===== src/rtl/boot_load_sequencer_pkg.sv =====
// Shared definitions for the boot load sequencer: FSM state encoding and
// the loader address helper.
package boot_load_sequencer_pkg;

    typedef enum logic [1:0] {
        ST_HOLD    = 2'd0,
        ST_LOAD    = 2'd1,
        ST_RELEASE = 2'd2,
        ST_RUN     = 2'd3
    } state_t;

    // Loader write address; the 16-bit sum wraps 16'hFFFF -> 16'h0000.
    function automatic logic [15:0] wrap_adrs(input logic [15:0] base,
                                              input logic [15:0] offset);
        return base + offset;
    endfunction

endpackage


===== src/rtl/boot_bus_mux.sv =====
// Combinational owner-select of the shared memory port: the loader owns it
// in LOAD, the core owns it in RUN, and nobody drives strobes otherwise.
module boot_bus_mux
    import boot_load_sequencer_pkg::*;
(
    input  state_t      state,
    input  logic [15:0] ld_adrs,
    input  logic [15:0] ld_wdata,
    input  logic        ld_wr,
    input  logic [15:0] cpu_adrs,
    input  logic [15:0] cpu_wdata,
    input  logic        cpu_rd,
    input  logic        cpu_wr,
    output logic [15:0] mem_adrs,
    output logic [15:0] mem_wdata,
    output logic        mem_rd,
    output logic        mem_wr
);

    // Route address, data and strobes from the current port owner.
    always_comb begin
        mem_adrs  = 16'h0000;
        mem_wdata = 16'h0000;
        mem_rd    = 1'b0;
        mem_wr    = 1'b0;
        case (state)
            ST_LOAD: begin
                mem_adrs  = ld_adrs;
                mem_wdata = ld_wdata;
                mem_wr    = ld_wr;
            end
            ST_RUN: begin
                mem_adrs  = cpu_adrs;
                mem_wdata = cpu_wdata;
                mem_rd    = cpu_rd;
                mem_wr    = cpu_wr;
            end
            default: begin
                mem_adrs  = 16'h0000;
                mem_wdata = 16'h0000;
                mem_rd    = 1'b0;
                mem_wr    = 1'b0;
            end
        endcase
    end

endmodule


===== src/rtl/boot_load_sequencer.sv =====
// Boot load sequencer: holds the core in reset while a program image is
// streamed into memory, then releases the core and hands it the memory port.
module boot_load_sequencer
    import boot_load_sequencer_pkg::*;
#(
    parameter logic [15:0] BASE_ADRS  = 16'h0000,
    parameter int unsigned RST_CYCLES = 2
) (
    input  logic        clock,
    input  logic        reset,
    input  logic        load_start,
    input  logic [15:0] load_len,
    input  logic        wr_valid,
    input  logic [15:0] wr_data,
    output logic        wr_ready,
    output logic        cpu_reset,
    input  logic [15:0] cpu_adrs,
    input  logic [15:0] cpu_wdata,
    input  logic        cpu_rd,
    input  logic        cpu_wr,
    output logic [15:0] cpu_rdata,
    output logic [15:0] mem_adrs,
    output logic [15:0] mem_wdata,
    input  logic [15:0] mem_rdata,
    output logic        mem_rd,
    output logic        mem_wr,
    output logic        busy,
    output logic        done
);

    localparam logic [3:0] RST_LAST = 4'(RST_CYCLES - 1);

    state_t      state_r;
    state_t      next_state_s;
    logic [15:0] count_r;
    logic [15:0] len_r;
    logic [3:0]  rst_cnt_r;
    logic        cpu_reset_r;
    logic        busy_r;
    logic        done_r;
    logic        word_accept_s;
    logic        last_word_s;
    logic        rst_done_s;
    logic        start_ok_s;

    assign wr_ready      = (state_r == ST_LOAD);
    assign word_accept_s = wr_valid & wr_ready;
    assign last_word_s   = (count_r == (len_r - 16'd1));
    assign rst_done_s    = (rst_cnt_r == RST_LAST);
    // A new load/boot request is honoured only while idle or running.
    assign start_ok_s    = load_start & ((state_r == ST_HOLD) | (state_r == ST_RUN));

    assign cpu_rdata = mem_rdata;
    assign cpu_reset = cpu_reset_r;
    assign busy      = busy_r;
    assign done      = done_r;

    // State register.
    always_ff @(posedge clock) begin
        if (reset) begin
            state_r <= ST_HOLD;
        end else begin
            state_r <= next_state_s;
        end
    end

    // Next-state decode.
    always_comb begin
        next_state_s = state_r;
        case (state_r)
            ST_HOLD, ST_RUN: begin
                if (load_start) begin
                    next_state_s = (load_len != 16'd0) ? ST_LOAD : ST_RELEASE;
                end else begin
                    next_state_s = state_r;
                end
            end
            ST_LOAD: begin
                if (word_accept_s && last_word_s) begin
                    next_state_s = ST_RELEASE;
                end else begin
                    next_state_s = ST_LOAD;
                end
            end
            ST_RELEASE: begin
                if (rst_done_s) begin
                    next_state_s = ST_RUN;
                end else begin
                    next_state_s = ST_RELEASE;
                end
            end
            default: next_state_s = ST_HOLD;
        endcase
    end

    // Word counter, latched length and release-delay counter.
    always_ff @(posedge clock) begin
        if (reset) begin
            count_r   <= 16'd0;
            len_r     <= 16'd0;
            rst_cnt_r <= 4'd0;
        end else begin
            if (start_ok_s) begin
                count_r <= 16'd0;
                len_r   <= load_len;
            end else if (word_accept_s) begin
                count_r <= count_r + 16'd1;
            end
            if ((state_r == ST_RELEASE) && !rst_done_s) begin
                rst_cnt_r <= rst_cnt_r + 4'd1;
            end else begin
                rst_cnt_r <= 4'd0;
            end
        end
    end

    // Registered status outputs, decoded from the upcoming state.
    always_ff @(posedge clock) begin
        if (reset) begin
            cpu_reset_r <= 1'b1;
            busy_r      <= 1'b0;
            done_r      <= 1'b0;
        end else begin
            cpu_reset_r <= (next_state_s != ST_RUN);
            busy_r      <= (next_state_s == ST_LOAD) || (next_state_s == ST_RELEASE);
            done_r      <= (next_state_s == ST_RUN) && (state_r != ST_RUN);
        end
    end

    boot_bus_mux u_bus_mux (
        .state     (state_r),
        .ld_adrs   (wrap_adrs(BASE_ADRS, count_r)),
        .ld_wdata  (wr_data),
        .ld_wr     (word_accept_s),
        .cpu_adrs  (cpu_adrs),
        .cpu_wdata (cpu_wdata),
        .cpu_rd    (cpu_rd),
        .cpu_wr    (cpu_wr),
        .mem_adrs  (mem_adrs),
        .mem_wdata (mem_wdata),
        .mem_rd    (mem_rd),
        .mem_wr    (mem_wr)
    );

endmodule


===== config.mk =====
export PLATFORM = sky130hd
export DESIGN_NAME = boot_load_sequencer
export DESIGN_NICKNAME = d
export VERILOG_FILES = /design/src/rtl/boot_load_sequencer_pkg.sv /design/src/rtl/boot_bus_mux.sv /design/src/rtl/boot_load_sequencer.sv
export SDC_FILE = /design/constraint.sdc
export NUM_CORES = 1
export LEC_CHECK = 0
export BUFFER_PORTS_ARGS = -buffer_cell sky130_fd_sc_hd__buf_2
export CAP_MARGIN = 20
export CORE_ASPECT_RATIO = 0.8
export CORE_MARGIN = 4
export CORE_UTILIZATION = 48
export DETAILED_ROUTE_END_ITERATION = 10
export PLACE_DENSITY_LB_ADDON = 0.05
export SKIP_LAST_GASP = 1
export SLEW_MARGIN = 20
export SYNTH_ARGS = -nofsm -noshare
export SYNTH_HDL_FRONTEND = slang
export SYNTH_SLANG_ARGS = --single-unit

===== constraint.sdc =====
create_clock -name clock -period 8.05 [get_ports clock]
set_input_delay 0.805 -clock clock [delete_from_list [all_inputs] [get_ports clock]]
set_output_delay 0.805 -clock clock [all_outputs]
set_load 0.005 [all_outputs]

## Word-level counts from Yosys, hierarchy flattened

Cells that the tools add are included.

- Div/mod/pow operators: 0
- Bitwise operators: 4
- $lt $le $gt $ge: 0
- Eq/ne operators: 10
- Multiply operators: 0
- Reductions and logical operators: 10
- Shifts and indexed selects: 0
- Muxes and demuxes: 9
- Add/sub/neg operators: 3

Operator list:

| kind | count |
|---|---|
| 16-bit one-hot mux with 2 select lines | 2 |
| 16-bit by 1-bit adder with 16-bit output, second input constant | 1 |
| 16-bit == test | 1 |
| 16-bit nonzero test | 1 |
| 16-bit by 1-bit subtractor with 16-bit output, second input constant | 1 |
| 2-bit == test, second input constant | 4 |
| 2-bit 2-to-1 mux | 3 |
| 2-bit one-hot mux with 3 select lines | 1 |
| 2-bit OR reduction | 3 |
| 4-bit by 1-bit adder with 4-bit output, second input constant | 1 |
| 2-bit by 1-bit == test with 1-bit output, second input constant | 2 |
| 4-bit by 1-bit == test with 1-bit output, second input constant | 1 |
| 2-bit inequality test, second input constant | 2 |
| 1-bit logical AND | 3 |
| 1-bit AND | 2 |
| 2-bit zero test | 1 |
| 1-bit 2-to-1 mux | 2 |
| 1-bit one-hot mux with 2 select lines | 1 |
| 1-bit zero test | 1 |
| 1-bit logical OR | 1 |
| 1-bit inverter | 1 |
| 1-bit bitwise OR | 1 |

- Memories: 0
- Output and inout port bits: 54
- Memory bits (read-only): 0
- Latch bits: 0
- Register bits after elaboration: 41
- Logic and storage cells: 43
- RAM bits: 0

## Longest topological paths before layout

Gate-level depths: netlist of run 1.

- Depth in word-level cells: 7
- Mapped depth: 12
- Mapped depth without buffers: 11

## Cells and area by module

From an unflattened synthesis of run 1, not the netlist that was laid out.

- Cell total of the unflattened synthesis: 388
- Area total of the unflattened synthesis: 3,093.0 um2

Modules (own cells, without submodules):

| module | times used | area an instance (um2) | cells an instance |
|---|---|---|---|
| boot_load_sequencer | 1 | 2,467.4 | 314 |
| boot_bus_mux | 1 | 625.6 | 74 |

## Least setup slack after synthesis of run 1

Ideal clock, no wire load.

- Path type: register to register
- From: register len_r[7]
- To: register busy_r (netlist: busy)
- Clock period less this slack: 2,939 ps
- Stages on the path, launching flop included: 9
- Library setup time: 128 ps
- Buffers on the path: 0
- Arrival time: 2,811 ps
- Slack: 5,111 ps
- Cell sequence: dfxtp_1 or4_4 or4_4 or4_4 a222oi_1 a41o_1 a21oi_1 ha_1 nor2b_1

- Longest elaborated chain between the ends: 7
- Elaborated cells between the ends (all ways): 8

Ends and longest elaborated chain:

| what | RTL line | RTL |
|---|---|---|
| from (decl) | boot_load_sequencer.sv:36 | `logic [15:0] len_r;` |
| from (signal assigned) | boot_load_sequencer.sv:105 | `len_r <= load_len;` |
| 16-bit by 1-bit subtractor with 16-bit output * | boot_load_sequencer.sv:48 | `assign last_word_s = (count_r == (len_r - 16'd1));` |
| 16-bit == test * | boot_load_sequencer.sv:48 |  |
| 1-bit logical AND * | boot_load_sequencer.sv:79 | `if (word_accept_s && last_word_s) begin` |
| 2-bit 2-to-1 mux * | boot_load_sequencer.sv:79 |  |
| 2-bit one-hot mux with 3 select lines * | boot_load_sequencer.sv:70 | `case (state_r)` |
| net next_state_s[0] | boot_load_sequencer.sv:34 | `state_t next_state_s;` |
| 2-bit by 1-bit == test with 1-bit output / 2-bit == test (equally long branches) | boot_load_sequencer.sv:125 | `busy_r <= (next_state_s == ST_LOAD) \|\| (next_state_s == ST_RELEASE);` |
| 1-bit logical OR * | boot_load_sequencer.sv:125 |  |
| to (signal assigned) | boot_load_sequencer.sv:125 |  |
| to (decl) | boot_load_sequencer.sv:39 | `logic busy_r;` |

The timed path passes the listed nets; every way through them passes the cells marked *.
A chain may end at the register's enable or synchronous reset.

## Worst setup path in the final report of run 1

Ends and elaborated chain as after synthesis.

==> run_results.csv, run 1 <==
group,metric,value,unit
clock_network,numCtsBuffers,5,
final_layout,area_growth,20.2,%
timing,slew_viol_final,0,
power_and_ir_drop,vdd_drop_max,0.0998,mV
synth,synth.area.top_cells,"dfxtp_1, a22o_1, nand2_1, xnor2_1, xor2_1",
synth,yosysTopAreaCell,"dfxtp_1",
synth,synth_top_cell_area_share,30.6,%
outcome,run_status,"finished clean",
timing,final.setup_skew,0.00541,ns
synth,synth_area,2680,sq um
critical_path,required,8.22,ns
synth,synth-seq-cells,41,
synth,synth_nets,436,
critical_path,timing.rr.start,"len_r[7]",
timing,slew_headroom,51.9,%
critical_path,end_kind,"register",
clock_network,cts_max_level,2,
drt,routed_wl,7580,um
critical_path,worst-path-max-fanout,6,
drt,vias_per_cell,5.38,
drt,drt-initial-drc-count,84,
placed_design,gp_congestion,0.813,
final_layout,nets,517,
final_layout,drive_above_1_share,29.5,%
floorplanning,initial_utilization,49.3,%
power_and_ir_drop,finalPower,0.467,mW
hold_path,min_from,"rst_cnt_r[0]",
synth,synth-edff-count,0,
floorplanning,core-area,5440,sq um
drt,drt_first_pass_iters,4,
synth,ys_seq_area_share,30.6,%
critical_path,cp-start-kind,"register",
timing,max_clock_freq,312,MHz
clock_network,insertion_delay,0.29,ns
floorplanning,die-width,91.6,um
drt,via_count,2701,
critical_path,criticalPathCategory,"register to register",
placed_design,hpwl,6100,um
synth,synth_warnings,0,
timing,setup_viol,0,
synth,synth_most_common_cell,"nand2_1",
floorplanning,row_count,24,
drt,remaining_drc_errors,0,
clock_network,cts_buffer_depth,2,
timing,setup_tns,0,ns
drt,wl_per_cell,15.1,um
synth,async_flop_share,0,%
clock_network,cts_setup_buffers,0,
floorplanning,ios,140,
timing,rsz0062_at_grt,"no",
critical_path,critical_path_arrival,3.38,ns
global_routing,grt_pass1_vias,2418,
timing,fin_crit,3.21,ns
timing,final-hold-violation-count,0,
drt,drtAntennaViolNets,0,
clock_network,ctsResizeCount,0,
global_routing,antenna_found_initial,0,
placed_design,port_buffers,107,
floorplanning,die_h,74.9,um
floorplanning,die_area,6850,sq um
critical_path,startpoint,"len_r[7]",
clock_network,tritoncts,"built",
clock_network,clock_sinks,41,
synth,syn_avg_cell_area,7.84,sq um
global_routing,overflow,0,
synth,synth_common_cells,"nand2_1, dfxtp_1, nor2_1, a22o_1, a21oi_1",
timing,fin_crit_sh,39.8,%
synth,ys.flop_type,"dfxtp_1",
job,maxCapViolations,0,
clock_network,clockRootBuffer,"clkbuf_8",
global_routing,grt_start_max_net_pins,38,
final_layout,diodes,0,
hold_path,hp-class,"register to register",
global_routing,grt_pass1_wl,12000,um
synth,syn_inst,342,
clock_network,cts_hold_buffers,0,
synth,synth_cell_types,46,
clock_network,path_clk_slew,0.09,ns
power_and_ir_drop,power_density,145,nW/um^2
power_and_ir_drop,leakagePower,1.45,nW
global_routing,grt_use_total,21.7,%
timing,worst_pin_slew,0.715,ns
-- final timing paths --
path | endpoint | slack (ns) | cells past startpoint
worst max-delay path | busy | 4.84 | 8
worst min-delay path | rst_cnt_r[0] | 0.47 | 1
worst max register to register | busy | 4.84 | 8
worst min register to register | rst_cnt_r[0] | 0.47 | 1
-- layer usage --
metal,wire (um),GRT usage [%],part of all wire (%)
met5,0,0,0
met4,61,4.68,0.81
met3,569,4.80,7.5
met2,3510,36.9,46
met1,3440,28.8,45
-- state kept, by name, indices dropped and copies added (netlist names) --
name / cells
count_r: 16
len_r: 16
rst_cnt_r: 4
state_r: 2
busy: 1
cpu_reset: 1
done: 1
-- power breakdown --
part	switching, mW	leakage, nW	internal (mW)
clock network	0.0754	0.0439	0.0600
logic	0.0616	1.07	0.0517
registers	0.00849	0.333	0.210
total	0.145	1.45	0.321
-- cells by family after synthesis --
group	synth area share, %
simple gates	26.5
fa+ha+maj	3.73
buf+inv	7.98
flops	30.6
compound gates	20.1
xor+xnor	11.1
-- critical path, cell delays in order (launching register included) --
cell	delay, ns
dfxtp_1	0.37
or4_4	0.57
or4_4	0.45
or4_4	0.50
a222oi_1	0.44
a41o_1	0.27
a21oi_1	0.08
ha_1	0.28
nor2b_1	0.12
-- per-stage QoR --
step           hold slack [ns]  setup WS, ns  area (sq um)  util, %  std cells
2_1_floorplan            0.433          5.11          2680        -        342
3_3_place_gp             0.443          4.95          3130     57.7        494
3_5_place_dp             0.456          4.89          3130     57.7        494
4_1_cts                  0.476          4.87          3220     59.3        502
5_1_grt                  0.506          4.75          3220     59.3        502
6_report                 0.469          4.84          3220     59.3        502
-- cell usage in the layout, fill, tap and decap left out, types with 4 or more instances in the layout --
| cell type | n |
|---|---|
| buf_2 | 107 |
| nand2_1 | 48 |
| dfxtp_1 | 41 |
| nor2_1 | 34 |
| a22o_1 | 32 |
| a21oi_1 | 23 |
| xnor2_1 | 17 |
| xor2_1 | 17 |
| nand3_1 | 15 |
| inv_1 | 7 |
| ha_1 | 7 |
| clkbuf_8 | 5 |
| o21ai_0 | 4 |
| or3_1 | 4 |
| nor4_1 | 4 |
| nor3_1 | 4 |
| and3_1 | 4 |
| nand4_1 | 4 |
| and2_1 | 4 |
-- cell type report --
type                       count  area (sq um)
inverter                       7          26.3
sequential                    41           821
clock inverter                 3          17.5
timing repair buffer         108           543
multi-input combinational    260          1650
fill                         509          2210
clock buffer                   5          68.8
tap                           78          97.6
Power figures use the tool's default switching activity.
==> inputs of run 2 (changes only) <==
--- a/config.mk
+++ b/config.mk
@@ -9,7 +9,7 @@
 export CAP_MARGIN = 20
 export CORE_ASPECT_RATIO = 0.8
 export CORE_MARGIN = 4
-export CORE_UTILIZATION = 48
+export CORE_UTILIZATION = 41
 export DETAILED_ROUTE_END_ITERATION = 10
 export PLACE_DENSITY_LB_ADDON = 0.05
 export SKIP_LAST_GASP = 1
==> constraint.sdc (replaced) <==
create_clock -name clock -period 2.8 [get_ports clock]
set_input_delay 0.28 -clock clock [delete_from_list [all_inputs] [get_ports clock]]
set_output_delay 0.28 -clock clock [all_outputs]
set_load 0.005 [all_outputs]
==> run_results.csv, run 2 (synthesis results as in run 1) <==
group,metric,value,unit
placed_design,placed_cell_area,3300,sq um
drt,drt_first_pass_iters,4,
final_layout,largest_registers,"count_r x16, len_r x16, rst_cnt_r x4",
global_routing,grt_start_max_net_pins,38,
final_layout,nets,541,
critical_path,slowest_stage,"or4_4",
critical_path,crit_family,"simple AND/OR/NAND/NOR gates",
timing,rsz0062_at_grt,"yes",
global_routing,overflow,0,
timing,final-hold-violation-count,0,
drt,drtAntennaViolNets,0,
critical_path,crit_chain,"or4_4 > or4_4 > or4_4 > a222oi_1 > buf_4 > a41o_1 > a21oi_1 > ha_2 > nor2b_1",
placed_design,port_buffers,107,
drt,wl_per_cell,15.1,um
global_routing,antenna_found_initial,0,
drt,drt-initial-drc-count,124,
clock_network,cts_buffer_depth,2,
critical_path,cp_num_buf_inv,1,
timing,setup_tns,-0.479,ns
clock_network,clock_sinks,41,
global_routing,grt_pass1_wl,12500,um
critical_path,crit_top_cell,"or4_4",
critical_path,cp-start-kind,"register",
final_layout,utilization,54.1,%
floorplanning,initial_utilization,42.1,%
timing,max_clock_freq,328,MHz
clock_network,insertion_delay,0.29,ns
hold_path,hp-class,"input port to register",
critical_path,end_kind,"register",
final_layout,final_cell_mix,"buf_2, nand2_1, dfxtp_1",
timing,fin_crit_sh,109,%
critical_path,required,2.97,ns
global_routing,grt_use_total,19.7,%
power_and_ir_drop,vdd_drop_max,0.210,mV
final_layout,fillers,653,
timing,fin_crit,3.05,ns
floorplanning,die_area,7910,sq um
drt,vias_per_cell,5.22,
clock_network,ctsResizeCount,0,
clock_network,tritoncts,"built",
timing,slew_headroom,56.6,%
placed_design,pre_cts_slack,-0.281,ns
clock_network,clockRootBuffer,"clkbuf_8",
timing,worst_pin_slew,0.651,ns
critical_path,timing.rr.start,"len_r[10]",
final_layout,drive_above_1_share,33.7,%
timing,setup_ws,-0.249,ns
job,maxCapViolations,0,
drt,via_count,2778,
hold_path,min_from,"load_len[5]",
floorplanning,core-area,6380,sq um
critical_path,worst-path-max-fanout,4,
outcome,run_status,"complete, but fails checks",
final_layout,area_growth,28.6,%
drt,routed_wl,8010,um
hold_path,hold_path_end,"len_r[5]",
placed_design,gp_congestion,0.885,
clock_network,cts_hold_buffers,0,
timing,final.setup_skew,0.00581,ns
placed_design,hpwl,6500,um
power_and_ir_drop,leakagePower,1.59,nW
critical_path,max_stage_delay,0.54,ns
drt,remaining_drc_errors,0,
critical_path,ff2ff_setup_slack,-0.25,ns
floorplanning,die_h,80.3,um
clock_network,numCtsBuffers,5,
power_and_ir_drop,finalPower,1.51,mW
timing,setup_viol,3,
final_layout,fin_area,3450,sq um
global_routing,grt_pass1_vias,2558,
critical_path,rr_endpoint,"busy",
final_layout,diodes,0,
timing,slew_viol_final,0,
floorplanning,ios,140,
floorplanning,die-width,98.4,um
outcome,violations,"setup timing",
hold_path,min_path_cells,3,
critical_path,r2r_cells,9,
final_layout,final_common_cell,"buf_2",
floorplanning,row_count,26,
clock_network,path_clk_slew,0.08,ns
critical_path,critical_path_arrival,3.22,ns
power_and_ir_drop,power_density,437,nW/um^2
clock_network,cts_max_level,2,
critical_path,criticalPathCategory,"register to register",
[run 2: changes by cell type in the layout (fill, tap and decap cells not counted), sizes merged]
cell and delta:
buf +24, clkbuf +1, bufinv +1, clkinv -2
[run 2: worst register-to-register path, stage by stage (launching register included)]
cell,delay (ns)
dfxtp_2,0.32
or4_4,0.54
or4_4,0.45
or4_4,0.50
a222oi_1,0.28
buf_4,0.17
a41o_1,0.19
a21oi_1,0.08
ha_2,0.27
nor2b_1,0.12
[run 2: how the worst max path moves through the flow]
stage | start | endpoint | slack (ns) | cells past startpoint
after floorplan | len_r[10] | busy | -0.11 | 8
after global placement | len_r[10] | busy | -0.23 | 8
after detailed placement | len_r[10] | busy | -0.28 | 8
after CTS | len_r[10] | busy | -0.23 | 9
after global routing | len_r[10] | busy | -0.33 | 9
final | len_r[10] | busy | -0.25 | 9
[run 2: timing repair]
item / CTS / global route
setup buffers: 3 / 0
setup endpoints to repair: 3 / 4
pin swaps: 2 / 0
endpoints found under the hold margin: 0 / 0
[run 2: stage by stage]
step / hold slack (ns) / std cells
finish: 0.225 / 532
global route: 0.235 / 532
CTS: 0.218 / 532
detailed placement: 0.468 / 521
global placement: 0.455 / 521
floorplan: 0.405 / 342
[run 2: layer usage]
metal | global-route usage, % | vias to the layer above | wire (um)
li1 | - | 1400 | -
met1 | 24.6 | 1266 | 3570
met5 | 0 | - | 0
met3 | 4.69 | 15 | 559
met2 | 34.5 | 97 | 3800
met4 | 4.37 | 0 | 83
[run 2: layout make-up]
cell class / instances / area [sq um] / area share [%]
clock inverters: 2 / 37.5 / 1.09
inverters: 7 / 26.3 / 0.762
multi-input cells: 260 / 1650 / 47.8
well taps: 84 / 105 / 3.05
repair buffers: 132 / 723 / 21.0
clock buffers: 6 / 82.6 / 2.40
flip-flops and latches: 41 / 823 / 23.9
[run 2: where the power goes]
group | internal [mW] | total, mW | switching, mW | leakage (nW)
sequential | 0.603 | 0.621 | 0.0180 | 0.334
clock | 0.290 | 0.501 | 0.211 | 0.0574
combinational | 0.189 | 0.384 | 0.195 | 1.19
total | 1.08 | 1.51 | 0.424 | 1.59
==> inputs of run 3 (changes only) <==
--- a/config.mk
+++ b/config.mk
@@ -7,7 +7,6 @@
 export LEC_CHECK = 0
 export BUFFER_PORTS_ARGS = -buffer_cell sky130_fd_sc_hd__buf_2
 export CAP_MARGIN = 20
-export CORE_ASPECT_RATIO = 0.8
 export CORE_MARGIN = 4
 export CORE_UTILIZATION = 41
 export DETAILED_ROUTE_END_ITERATION = 10
==> run_results.csv, run 3 (synthesis results as in run 1) <==
group,metric,value,unit
critical_path,criticalPathCategory,"register to register",
final_layout,nets,535,
final_layout,diodes,0,
global_routing,grt_pass1_wl,11100,um
clock_network,insertion_delay,0.29,ns
global_routing,antenna_found_initial,0,
floorplanning,core-area,6350,sq um
clock_network,cts_max_level,2,
critical_path,timing.rr.start,"len_r[10]",
drt,drt-initial-drc-count,102,
timing,setup_viol,4,
hold_path,hp-class,"input port to register",
power_and_ir_drop,vdd_drop_max,0.279,mV
job,maxCapViolations,0,
timing,slew_viol_final,0,
clock_network,cts_buffer_depth,2,
global_routing,grt_pass1_vias,2354,
hold_path,min_from,"load_len[14]",
timing,slew_headroom,56.4,%
critical_path,crit_top_cell,"or4_4",
floorplanning,row_count,29,
placed_design,placed_cell_area,3260,sq um
drt,drt_first_pass_iters,4,
timing,setup_ws,-0.228,ns
power_and_ir_drop,power_density,406,nW/um^2
final_layout,fin_area,3370,sq um
final_layout,area_growth,25.6,%
critical_path,required,2.97,ns
critical_path,end_kind,"register",
floorplanning,die-width,88.9,um
floorplanning,die_h,88.9,um
power_and_ir_drop,leakagePower,1.54,nW
hold_path,min_path_cells,3,
timing,fin_crit,3.03,ns
drt,via_count,2685,
critical_path,rr_endpoint,"busy",
critical_path,r2r_cells,8,
timing,fin_crit_sh,108,%
final_layout,final_cell_mix,"buf_2, nand2_1, dfxtp_1",
outcome,run_status,"complete, but fails checks",
placed_design,gp_congestion,0.861,
final_layout,fillers,628,
critical_path,slowest_stage,"or4_4",
timing,final.setup_skew,0.00387,ns
critical_path,worst-path-max-fanout,4,
placed_design,port_buffers,107,
critical_path,max_stage_delay,0.54,ns
clock_network,clockRootBuffer,"clkbuf_8",
critical_path,cp-start-kind,"register",
clock_network,clock_sinks,41,
floorplanning,ios,140,
global_routing,grt_start_max_net_pins,38,
placed_design,hpwl,5960,um
floorplanning,die_area,7900,sq um
global_routing,overflow,0,
clock_network,numCtsBuffers,5,
outcome,violations,"setup timing",
clock_network,tritoncts,"built",
timing,max_clock_freq,330,MHz
global_routing,grt_use_total,18.3,%
critical_path,startpoint,"len_r[10]",
timing,rsz0062_at_grt,"yes",
timing,worst_pin_slew,0.655,ns
drt,vias_per_cell,5.18,
drt,drtAntennaViolNets,0,
critical_path,crit_chain,"or4_4 > or4_4 > or4_4 > a222oi_1 > a41o_1 > a21oi_2 > ha_2 > nor2b_1",
clock_network,path_clk_slew,0.08,ns
critical_path,critical_path_arrival,3.20,ns
timing,final-hold-violation-count,0,
critical_path,ff2ff_setup_slack,-0.23,ns
placed_design,pre_cts_slack,-0.247,ns
drt,wl_per_cell,14.2,um
drt,routed_wl,7340,um
drt,remaining_drc_errors,0,
final_layout,final_common_cell,"buf_2",
hold_path,hold_path_end,"len_r[14]",
floorplanning,initial_utilization,42.2,%
final_layout,drive_above_1_share,32.9,%
final_layout,largest_registers,"count_r x16, len_r x16, rst_cnt_r x4",
clock_network,cts_hold_buffers,0,
run 3: cell types whose count changed in the layout (fill, tap and decap cells not counted):
cell        previous run  this run
buf_4                 25        19
a21oi_1               23        22
a21oi_2                0         1
bufinv_16              1         0
clkbuf_1               0         1
clkinvlp_4             1         0
o21ai_1                1         0
o21ai_2                0         1
run 3: metal layers:
layer	up-vias	track usage [%]	part of all wire, %
met2	106	32.3	46
met5	-	0	0
met1	1185	22.8	44
li1	1389	-	-
met4	0	4.26	0.80
met3	5	3.72	9.4
run 3: through the flow:
step / hold WS (ns) / utilization, % / cells / TNS, ns / total power, mW
after floorplan: 0.405 / - / 342 / -0.120 / 0.860
after global placement: 0.458 / 51.3 / 509 / -0.383 / 0.983
after detailed placement: 0.462 / 51.3 / 509 / -0.449 / 0.987
after CTS: 0.222 / 52.8 / 517 / -0.407 / 1.39
after global routing: 0.226 / 53.0 / 518 / -0.758 / 1.46
final: 0.229 / 53.0 / 518 / -0.421 / 1.37
run 3: report_power, final:
part           internal [mW]  switching, mW
clock network          0.196          0.194
logic                  0.177          0.178
registers              0.603         0.0215
total                  0.975          0.393
run 3: worst max path at each step:
stage / to / slack [ns] / cells after the start
2_1_floorplan: busy / -0.11 / 8
3_3_place_gp: busy / -0.22 / 8
3_5_place_dp: busy / -0.25 / 8
4_1_cts: busy / -0.23 / 8
5_1_grt: busy / -0.30 / 8
6_report: busy / -0.23 / 8
run 3: cell type report:
| class | count | area [sq um] | share of cell area [%] |
|---|---|---|---|
| Timing Repair Buffer | 126 | 678 | 20.1 |
| Sequential cell | 41 | 823 | 24.5 |
| Inverter | 7 | 26.3 | 0.780 |
| Multi-Input combinational cell | 260 | 1660 | 49.2 |
| Clock buffer | 7 | 86.3 | 2.56 |
| Tap cell | 77 | 96.3 | 2.86 |
run 3: repair_timing:
action,CTS,global route
pin swaps,1,0
gates cloned,0,0
buffers inserted,1,1
setup endpoints to repair,3,4
gates resized for setup,0,2
run 3: worst max-delay path, delay by kind of cell, from the launching register on:
kind / cells / cell delay, ns
flip-flops: 1 / 0.32
AND/OR/NAND/NOR: 4 / 1.60
AO/OA/AOI/OAI: 3 / 0.71
adder cells (fa/ha/maj): 1 / 0.27
